<file path="src/rtl/mem_port_scheduler.sv">
// Shares the single DDR port between fetch, store and load requesters.
// Fixed priority load > store > fetch, with an aging counter that forces a fetch grant.
module mem_port_scheduler #(
   parameter int unsigned STARVE_LIMIT = 4
) (
   input  logic         clock,
   input  logic         reset,

   input  logic         pc_index_valid,
   input  logic [18:0]  pc_index,
   output logic         pc_index_ready,
   output logic [511:0] pc_read_inst,
   output logic         pc_operation_done,

   input  logic         opstore_index_valid,
   input  logic [18:0]  opstore_index,
   input  logic [63:0]  opstore_write_mask,
   input  logic [63:0]  opstore_write_data,
   output logic         opstore_index_ready,
   output logic         opstore_operation_done,

   input  logic         opload_index_valid,
   input  logic [18:0]  opload_index,
   output logic         opload_index_ready,
   output logic [63:0]  opload_read_data,
   output logic         opload_operation_done,

   output logic         ddr_chip_enable,
   output logic [18:0]  ddr_index,
   output logic         ddr_write_enable,
   output logic         ddr_burst_mode,
   output logic [63:0]  ddr_opstore_write_mask,
   output logic [63:0]  ddr_opstore_write_data,
   input  logic [63:0]  ddr_opload_read_data,
   input  logic [511:0] ddr_pc_read_inst,
   input  logic         ddr_operation_done,
   input  logic         ddr_ready,

   output logic         busy,
   output logic [1:0]   owner
);

   typedef enum logic [1:0] {IDLE, ISSUE, WAIT, RESP} state_t;

   localparam logic [1:0] OWN_NONE  = 2'd0;
   localparam logic [1:0] OWN_FETCH = 2'd1;
   localparam logic [1:0] OWN_STORE = 2'd2;
   localparam logic [1:0] OWN_LOAD  = 2'd3;
   localparam logic [3:0] STARVE_MAX = 4'(STARVE_LIMIT);

   state_t         state_reg;
   logic [1:0]     owner_reg;
   logic [3:0]     starve_cnt_reg;
   logic [18:0]    ddr_index_reg;
   logic           ddr_write_enable_reg;
   logic           ddr_burst_mode_reg;
   logic [63:0]    ddr_mask_reg;
   logic [63:0]    ddr_data_reg;
   logic [511:0]   pc_read_inst_reg;
   logic [63:0]    opload_read_data_reg;
   logic           pc_done_reg;
   logic           opstore_done_reg;
   logic           opload_done_reg;

   // Grant vector bit order: 0 fetch, 1 store, 2 load.
   logic           force_fetch;
   logic [2:0]     grant_vec;
   logic [2:0]     ready_vec;
   logic [1:0]     grant_owner;
   logic [18:0]    grant_index;
   logic [3:0]     starve_cnt_next;

   always_comb begin
      force_fetch  = pc_index_valid && (starve_cnt_reg == STARVE_MAX);
      grant_vec    = 3'b000;
      grant_owner  = OWN_NONE;
      grant_index  = 19'd0;
      if (force_fetch) begin
         grant_vec   = 3'b001;
         grant_owner = OWN_FETCH;
         grant_index = pc_index;
      end else if (opload_index_valid) begin
         grant_vec   = 3'b100;
         grant_owner = OWN_LOAD;
         grant_index = opload_index;
      end else if (opstore_index_valid) begin
         grant_vec   = 3'b010;
         grant_owner = OWN_STORE;
         grant_index = opstore_index;
      end else if (pc_index_valid) begin
         grant_vec   = 3'b001;
         grant_owner = OWN_FETCH;
         grant_index = pc_index;
      end
   end

   // A load/store win only ages fetch if fetch was actually waiting.
   always_comb begin
      starve_cnt_next = 4'd0;
      if (grant_vec[0] || !pc_index_valid)
         starve_cnt_next = 4'd0;
      else if (starve_cnt_reg != 4'hF)
         starve_cnt_next = starve_cnt_reg + 4'd1;
      else
         starve_cnt_next = starve_cnt_reg;
   end

   generate
      for (genvar gi = 0; gi < 3; gi++) begin : g_ready
         assign ready_vec[gi] = (state_reg == IDLE) && grant_vec[gi];
      end
   endgenerate

   assign pc_index_ready      = ready_vec[0];
   assign opstore_index_ready = ready_vec[1];
   assign opload_index_ready  = ready_vec[2];

   always_ff @(posedge clock or posedge reset) begin
      if (reset) begin
         state_reg            <= IDLE;
         owner_reg            <= OWN_NONE;
         starve_cnt_reg       <= 4'd0;
         ddr_index_reg        <= 19'd0;
         ddr_write_enable_reg <= 1'b0;
         ddr_burst_mode_reg   <= 1'b0;
         ddr_mask_reg         <= 64'd0;
         ddr_data_reg         <= 64'd0;
         pc_read_inst_reg     <= 512'd0;
         opload_read_data_reg <= 64'd0;
         pc_done_reg          <= 1'b0;
         opstore_done_reg     <= 1'b0;
         opload_done_reg      <= 1'b0;
      end else begin
         case (state_reg)
            IDLE: begin
               if (grant_vec != 3'b000) begin
                  owner_reg            <= grant_owner;
                  ddr_index_reg        <= grant_index;
                  ddr_write_enable_reg <= grant_vec[1];
                  ddr_burst_mode_reg   <= grant_vec[0];
                  ddr_mask_reg         <= grant_vec[1] ? opstore_write_mask : 64'd0;
                  ddr_data_reg         <= grant_vec[1] ? opstore_write_data : 64'd0;
                  starve_cnt_reg       <= starve_cnt_next;
                  state_reg            <= ISSUE;
               end
            end
            ISSUE: begin
               if (ddr_ready)
                  state_reg <= WAIT;
            end
            WAIT: begin
               if (ddr_operation_done) begin
                  if (owner_reg == OWN_FETCH)
                     pc_read_inst_reg <= ddr_pc_read_inst;
                  if (owner_reg == OWN_LOAD)
                     opload_read_data_reg <= ddr_opload_read_data;
                  pc_done_reg      <= (owner_reg == OWN_FETCH);
                  opstore_done_reg <= (owner_reg == OWN_STORE);
                  opload_done_reg  <= (owner_reg == OWN_LOAD);
                  state_reg        <= RESP;
               end
            end
            RESP: begin
               pc_done_reg          <= 1'b0;
               opstore_done_reg     <= 1'b0;
               opload_done_reg      <= 1'b0;
               owner_reg            <= OWN_NONE;
               ddr_index_reg        <= 19'd0;
               ddr_write_enable_reg <= 1'b0;
               ddr_burst_mode_reg   <= 1'b0;
               ddr_mask_reg         <= 64'd0;
               ddr_data_reg         <= 64'd0;
               state_reg            <= IDLE;
            end
            default: state_reg <= IDLE;
         endcase
      end
   end

   // Issue pulse must track ddr_ready in the same cycle, so it stays combinational.
   assign ddr_chip_enable        = (state_reg == ISSUE) && ddr_ready;
   assign ddr_index              = ddr_index_reg;
   assign ddr_write_enable       = ddr_write_enable_reg;
   assign ddr_burst_mode         = ddr_burst_mode_reg;
   assign ddr_opstore_write_mask = ddr_mask_reg;
   assign ddr_opstore_write_data = ddr_data_reg;
   assign pc_read_inst           = pc_read_inst_reg;
   assign opload_read_data       = opload_read_data_reg;
   assign pc_operation_done      = pc_done_reg;
   assign opstore_operation_done = opstore_done_reg;
   assign opload_operation_done  = opload_done_reg;
   assign busy                   = (state_reg != IDLE);
   assign owner                  = owner_reg;

endmodule

</file>
<file path="config.mk">
export PLATFORM = sky130hd
export DESIGN_NAME = mem_port_scheduler
export DESIGN_NICKNAME = d
export VERILOG_FILES = /design/src/rtl/mem_port_scheduler.sv
export SDC_FILE = /design/constraint.sdc
export NUM_CORES = 1
export LEC_CHECK = 0
export CAP_MARGIN = 0
export CORE_AREA = 2 2 593 595
export DETAILED_ROUTE_END_ITERATION = 10
export DIE_AREA = 0 0 595 597
export HOLD_SLACK_MARGIN = 0.06
export PLACE_DENSITY = 0.3
export SLEW_MARGIN = 0
export SYNTH_ARGS = -nofsm -noshare
export SYNTH_HDL_FRONTEND = slang
export SYNTH_SLANG_ARGS = --single-unit
</file>
<file path="constraint.sdc">
create_clock -name clock -period 30.9 [get_ports clock]
set_input_delay 6.18 -clock clock [delete_from_list [all_inputs] [get_ports clock]]
set_output_delay 6.18 -clock clock [all_outputs]
set_load 0.05 [all_outputs]
</file>
==> summary.md <==
| Metric | Value |
|---|---|
| Status | `finished clean` |
| Sw frac | `0.512` |
| Synthesis-stage register bit count | `736` |
| Tightest Hold Check Type | `reg2reg` |
| Post-synth EDFFs | `0` |
| Met2 routed WL | `118 mm` |
| Family with the most delay on the worst path | `buffers and inverters` |
| Die width | `595 um` |
| Met3 routed WL | `41.5 mm` |
| Maximum vdd ir drop | `0.0476 mV` |
| Rel. slew slack | `0.159` |
| Post-Syn Nets | `2455` |
| Unique masters post-synth | `40` |
| Synth area leaders | `dfrtp_1, mux2_2, a22o_1` |
| Worst Hold Path EP | `ddr_burst_mode` |
| GPL Wtd Cong | `0.868` |
| Power share of the combinational group | `0.557` |
| Area Overhead vs Synth | `88.7%` |
| Root Buffer | `clkbuf_16` |
| Top FF cell, synth | `dfrtp_1` |
| Pwr dens | `133 mW/mm^2` |
| Clock power frac | `0.200` |
| GRT Total Usage | `0.146` |
| Sequential area share after synthesis | `0.670` |
| Top cell by count, worst path | `clkdlybuf4s50_1` |
| Final setup viols | `0` |
| WP buf/inv | `2` |
| ANT nets after route | `0` |
| R2R cell count | `7` |
| Die area | `0.355 mm^2` |
| Worst clock skew | `0.0547 ns` |
| Wl on met1 | `102 mm` |
| Crit Reg-Reg Startpoint | `state_reg[0]` |
| Synth Instances | `1681` |
| Synth Warn # | `0` |
| Fill count | `38946` |
| Vias in the first global route | `24041` |
| Initial core utilization | `0.0788` |
| Largest register FFs | `512` |
| Synth top cells by count | `dfrtp_1, mux2_2, a22o_1` |
| Area leader, netlist | `dfrtp_1` |
| Lkg Pwr | `20.8 nW` |
| Crit path DAT | `8.82 ns` |
| DR WL/cell | `33.7 um` |
| Crit path cell chain | `clkdlybuf4s50_1, and4b_1, nor3_1, clkdlybuf4s50_1` |
| Iter 0 DRT Violations | `1269` |
| Top-level I/O count | `1503` |
| Maximum fanout along the worst path | `10` |
| Post-synth top area share | `0.670` |
| Congestion Overflow GR | `0` |
| Period utilization | `0.485` |
| CTS Hold Buffers Added | `0` |
| Routed wire length | `267 mm` |
| Max Transition Viols Final | `0` |
| Syn_area_per_cell | `16.3 um^2` |
| Largest net degree at the start of global routing | `137` |
| Switch Pwr | `3.52 mW` |
| Clock latency on the worst-skew pair | `0.86 ns` |
| RSZ-0062 raised after global routing | `false` |
| Htree depth | `3` |
| Clock sinks | `736` |
| Startpoint Class | `primary input` |
| Worst Setup End Kind | `primary output` |
| Max-cap viol count | `0` |
| Final WS setup | `15.90 ns` |
| Die height | `597 um` |
| CTS tree | `yes` |
| CORE AREA | `0.349 mm^2` |
| Port-buffer cells | `1502` |
| Worst setup path class | `in2out` |
| Ys async rst share | `1.00` |
| Max incr delay on CP | `0.96 ns` |
| Row cnt | `217` |
| Count leader, synth | `dfrtp_1` |
| Top routing layer used | `met5` |
| Part of the power in registers | `0.243` |
| Setup WS pre-CTS | `15.83 ns` |
| Max stage delay cell, worst path | `clkdlybuf4s50_1` |
| Period minus WS final | `15.00 ns` |
| DP HPWL | `229 mm` |
| Worst hold start | `ddr_burst_mode` |
| Mapped Area | `0.0275 mm^2` |
| CTS buffer count | `113` |
| Fin nets | `3996` |
| Fin. Hold Viols | `0` |
| Final instance area | `0.0518 mm^2` |
| PostCTS Resize Cnt | `0` |
| Hold depth | `1` |
| Reg clk slew, reported paths | `0.05 ns` |
| Reg2reg end | `pc_read_inst[97]` |
| First-pass GRT wire length | `325 mm` |
| Total vias in the final route | `22667` |
| Req. time, crit path | `24.72 ns` |
| Worst-margin pin slew | `1.26 ns` |
| Layout cells sized above 1 | `0.243` |
| R2R Setup Slk | `26.89 ns` |
| Via/cell ratio | `2.86` |
| Max clock buf depth | `4` |
| Post-CTS Setup Inserts | `0` |
| Int Pwr | `3.36 mW` |
| DRC viols | `0` |
| Initial antenna violation count | `164` |
| Placed inst area | `0.0480 mm^2` |
| DR pass1 iterations | `5` |
| Final TNS setup | `0 ns` |
| Max Clk Rate | `66.7 MHz` |
[logic make-up (layout without fill, tap and decap cells)]
family	after synthesis	after routing	synth area share
AO/OA/AOI/OAI	191	191	0.0583
adder cells (fa/ha/maj)	6	6	0.00273
buffers and inverters	111	1740	0.0199
flip-flops	736	736	0.670
multiplexers	579	579	0.238
other	0	12	0
AND/OR/NAND/NOR	58	58	0.0109
[area by class of cell]
class / instances / area (um^2) / share of cell area
Timing Repair Buffer: 1529 / 15300 / 0.294
Clock buffer: 161 / 3280 / 0.0632
Sequential cell: 736 / 18400 / 0.355
Tap cell: 4599 / 5750 / 0.111
Inverter: 8 / 37.5 / 0.000724
Antenna cell: 12 / 30.0 / 0.000579
Clock inverter: 42 / 551 / 0.0106
Multi-Input combinational cell: 834 / 8510 / 0.164
[worst reg2reg max path: stages, from the launching register on]
cell	delay (ns)
dfrtp_1	0.40
inv_1	0.08
ha_1	0.25
nand4b_1	0.16
buf_12	0.29
buf_4	1.50
buf_4	0.76
mux2_2	0.49
[worst max-delay path by stage]
stage | startpoint | endpoint | slack [ns] | depth (start not counted)
CTS | pc_index_valid | opstore_index_ready | 15.81 | 4
global route | pc_index_valid | opstore_index_ready | 15.83 | 4
detailed placement | pc_index_valid | opstore_index_ready | 15.83 | 4
finish | pc_index_valid | opstore_index_ready | 15.90 | 4
global placement | pc_index_valid | opstore_index_ready | 15.76 | 4
floorplan | reset | ddr_burst_mode | 4.07 | 1
[power groups by stage]
stage,logic [mW],clock network (mW),registers [mW]
floorplan,0.536,0,3.12
global placement,3.93,0,1.68
CTS,3.93,1.44,1.68
finish,3.83,1.37,1.67
detailed placement,3.91,0,1.68
global route,3.99,1.47,1.73
[stage by stage]
step	hold slack [ns]	cells	utilization	power, mW
after floorplan	0.492	1681	-	3.66
after global placement	0.473	7706	0.138	5.61
after detailed placement	0.470	7706	0.138	5.60
after CTS	0.484	7909	0.149	7.04
after global routing	0.499	7911	0.149	7.19
final	0.481	7921	0.149	6.88
[layout by cell type, fill, tap and decap left out, drive strengths merged, types with 2 or more instances in the layout]
master,n
a211oi,2
a21o,5
a21oi,4
a22o,132
a22oi,19
a32oi,15
and2,2
and4b,2
buf,40
bufinv,11
clkbuf,161
clkdlybuf4s50,1489
clkinv,23
clkinvlp,5
dfrtp,736
diode,12
ha,6
inv,11
mux2,577
mux2i,2
nand2,27
nand2b,2
nand3,3
nand4,2
nand4b,2
nor2,5
nor2b,2
nor3,4
o21ai,9
o41ai,2
[per-layer routing]
layer  global-route usage  vias to the layer above
met4               0.0242                       52
met5                    0                        -
li1                     -                     9220
met3                0.100                      356
met1                0.164                    11618
met2                0.227                     1421
(Power assumes the default switching activity.)
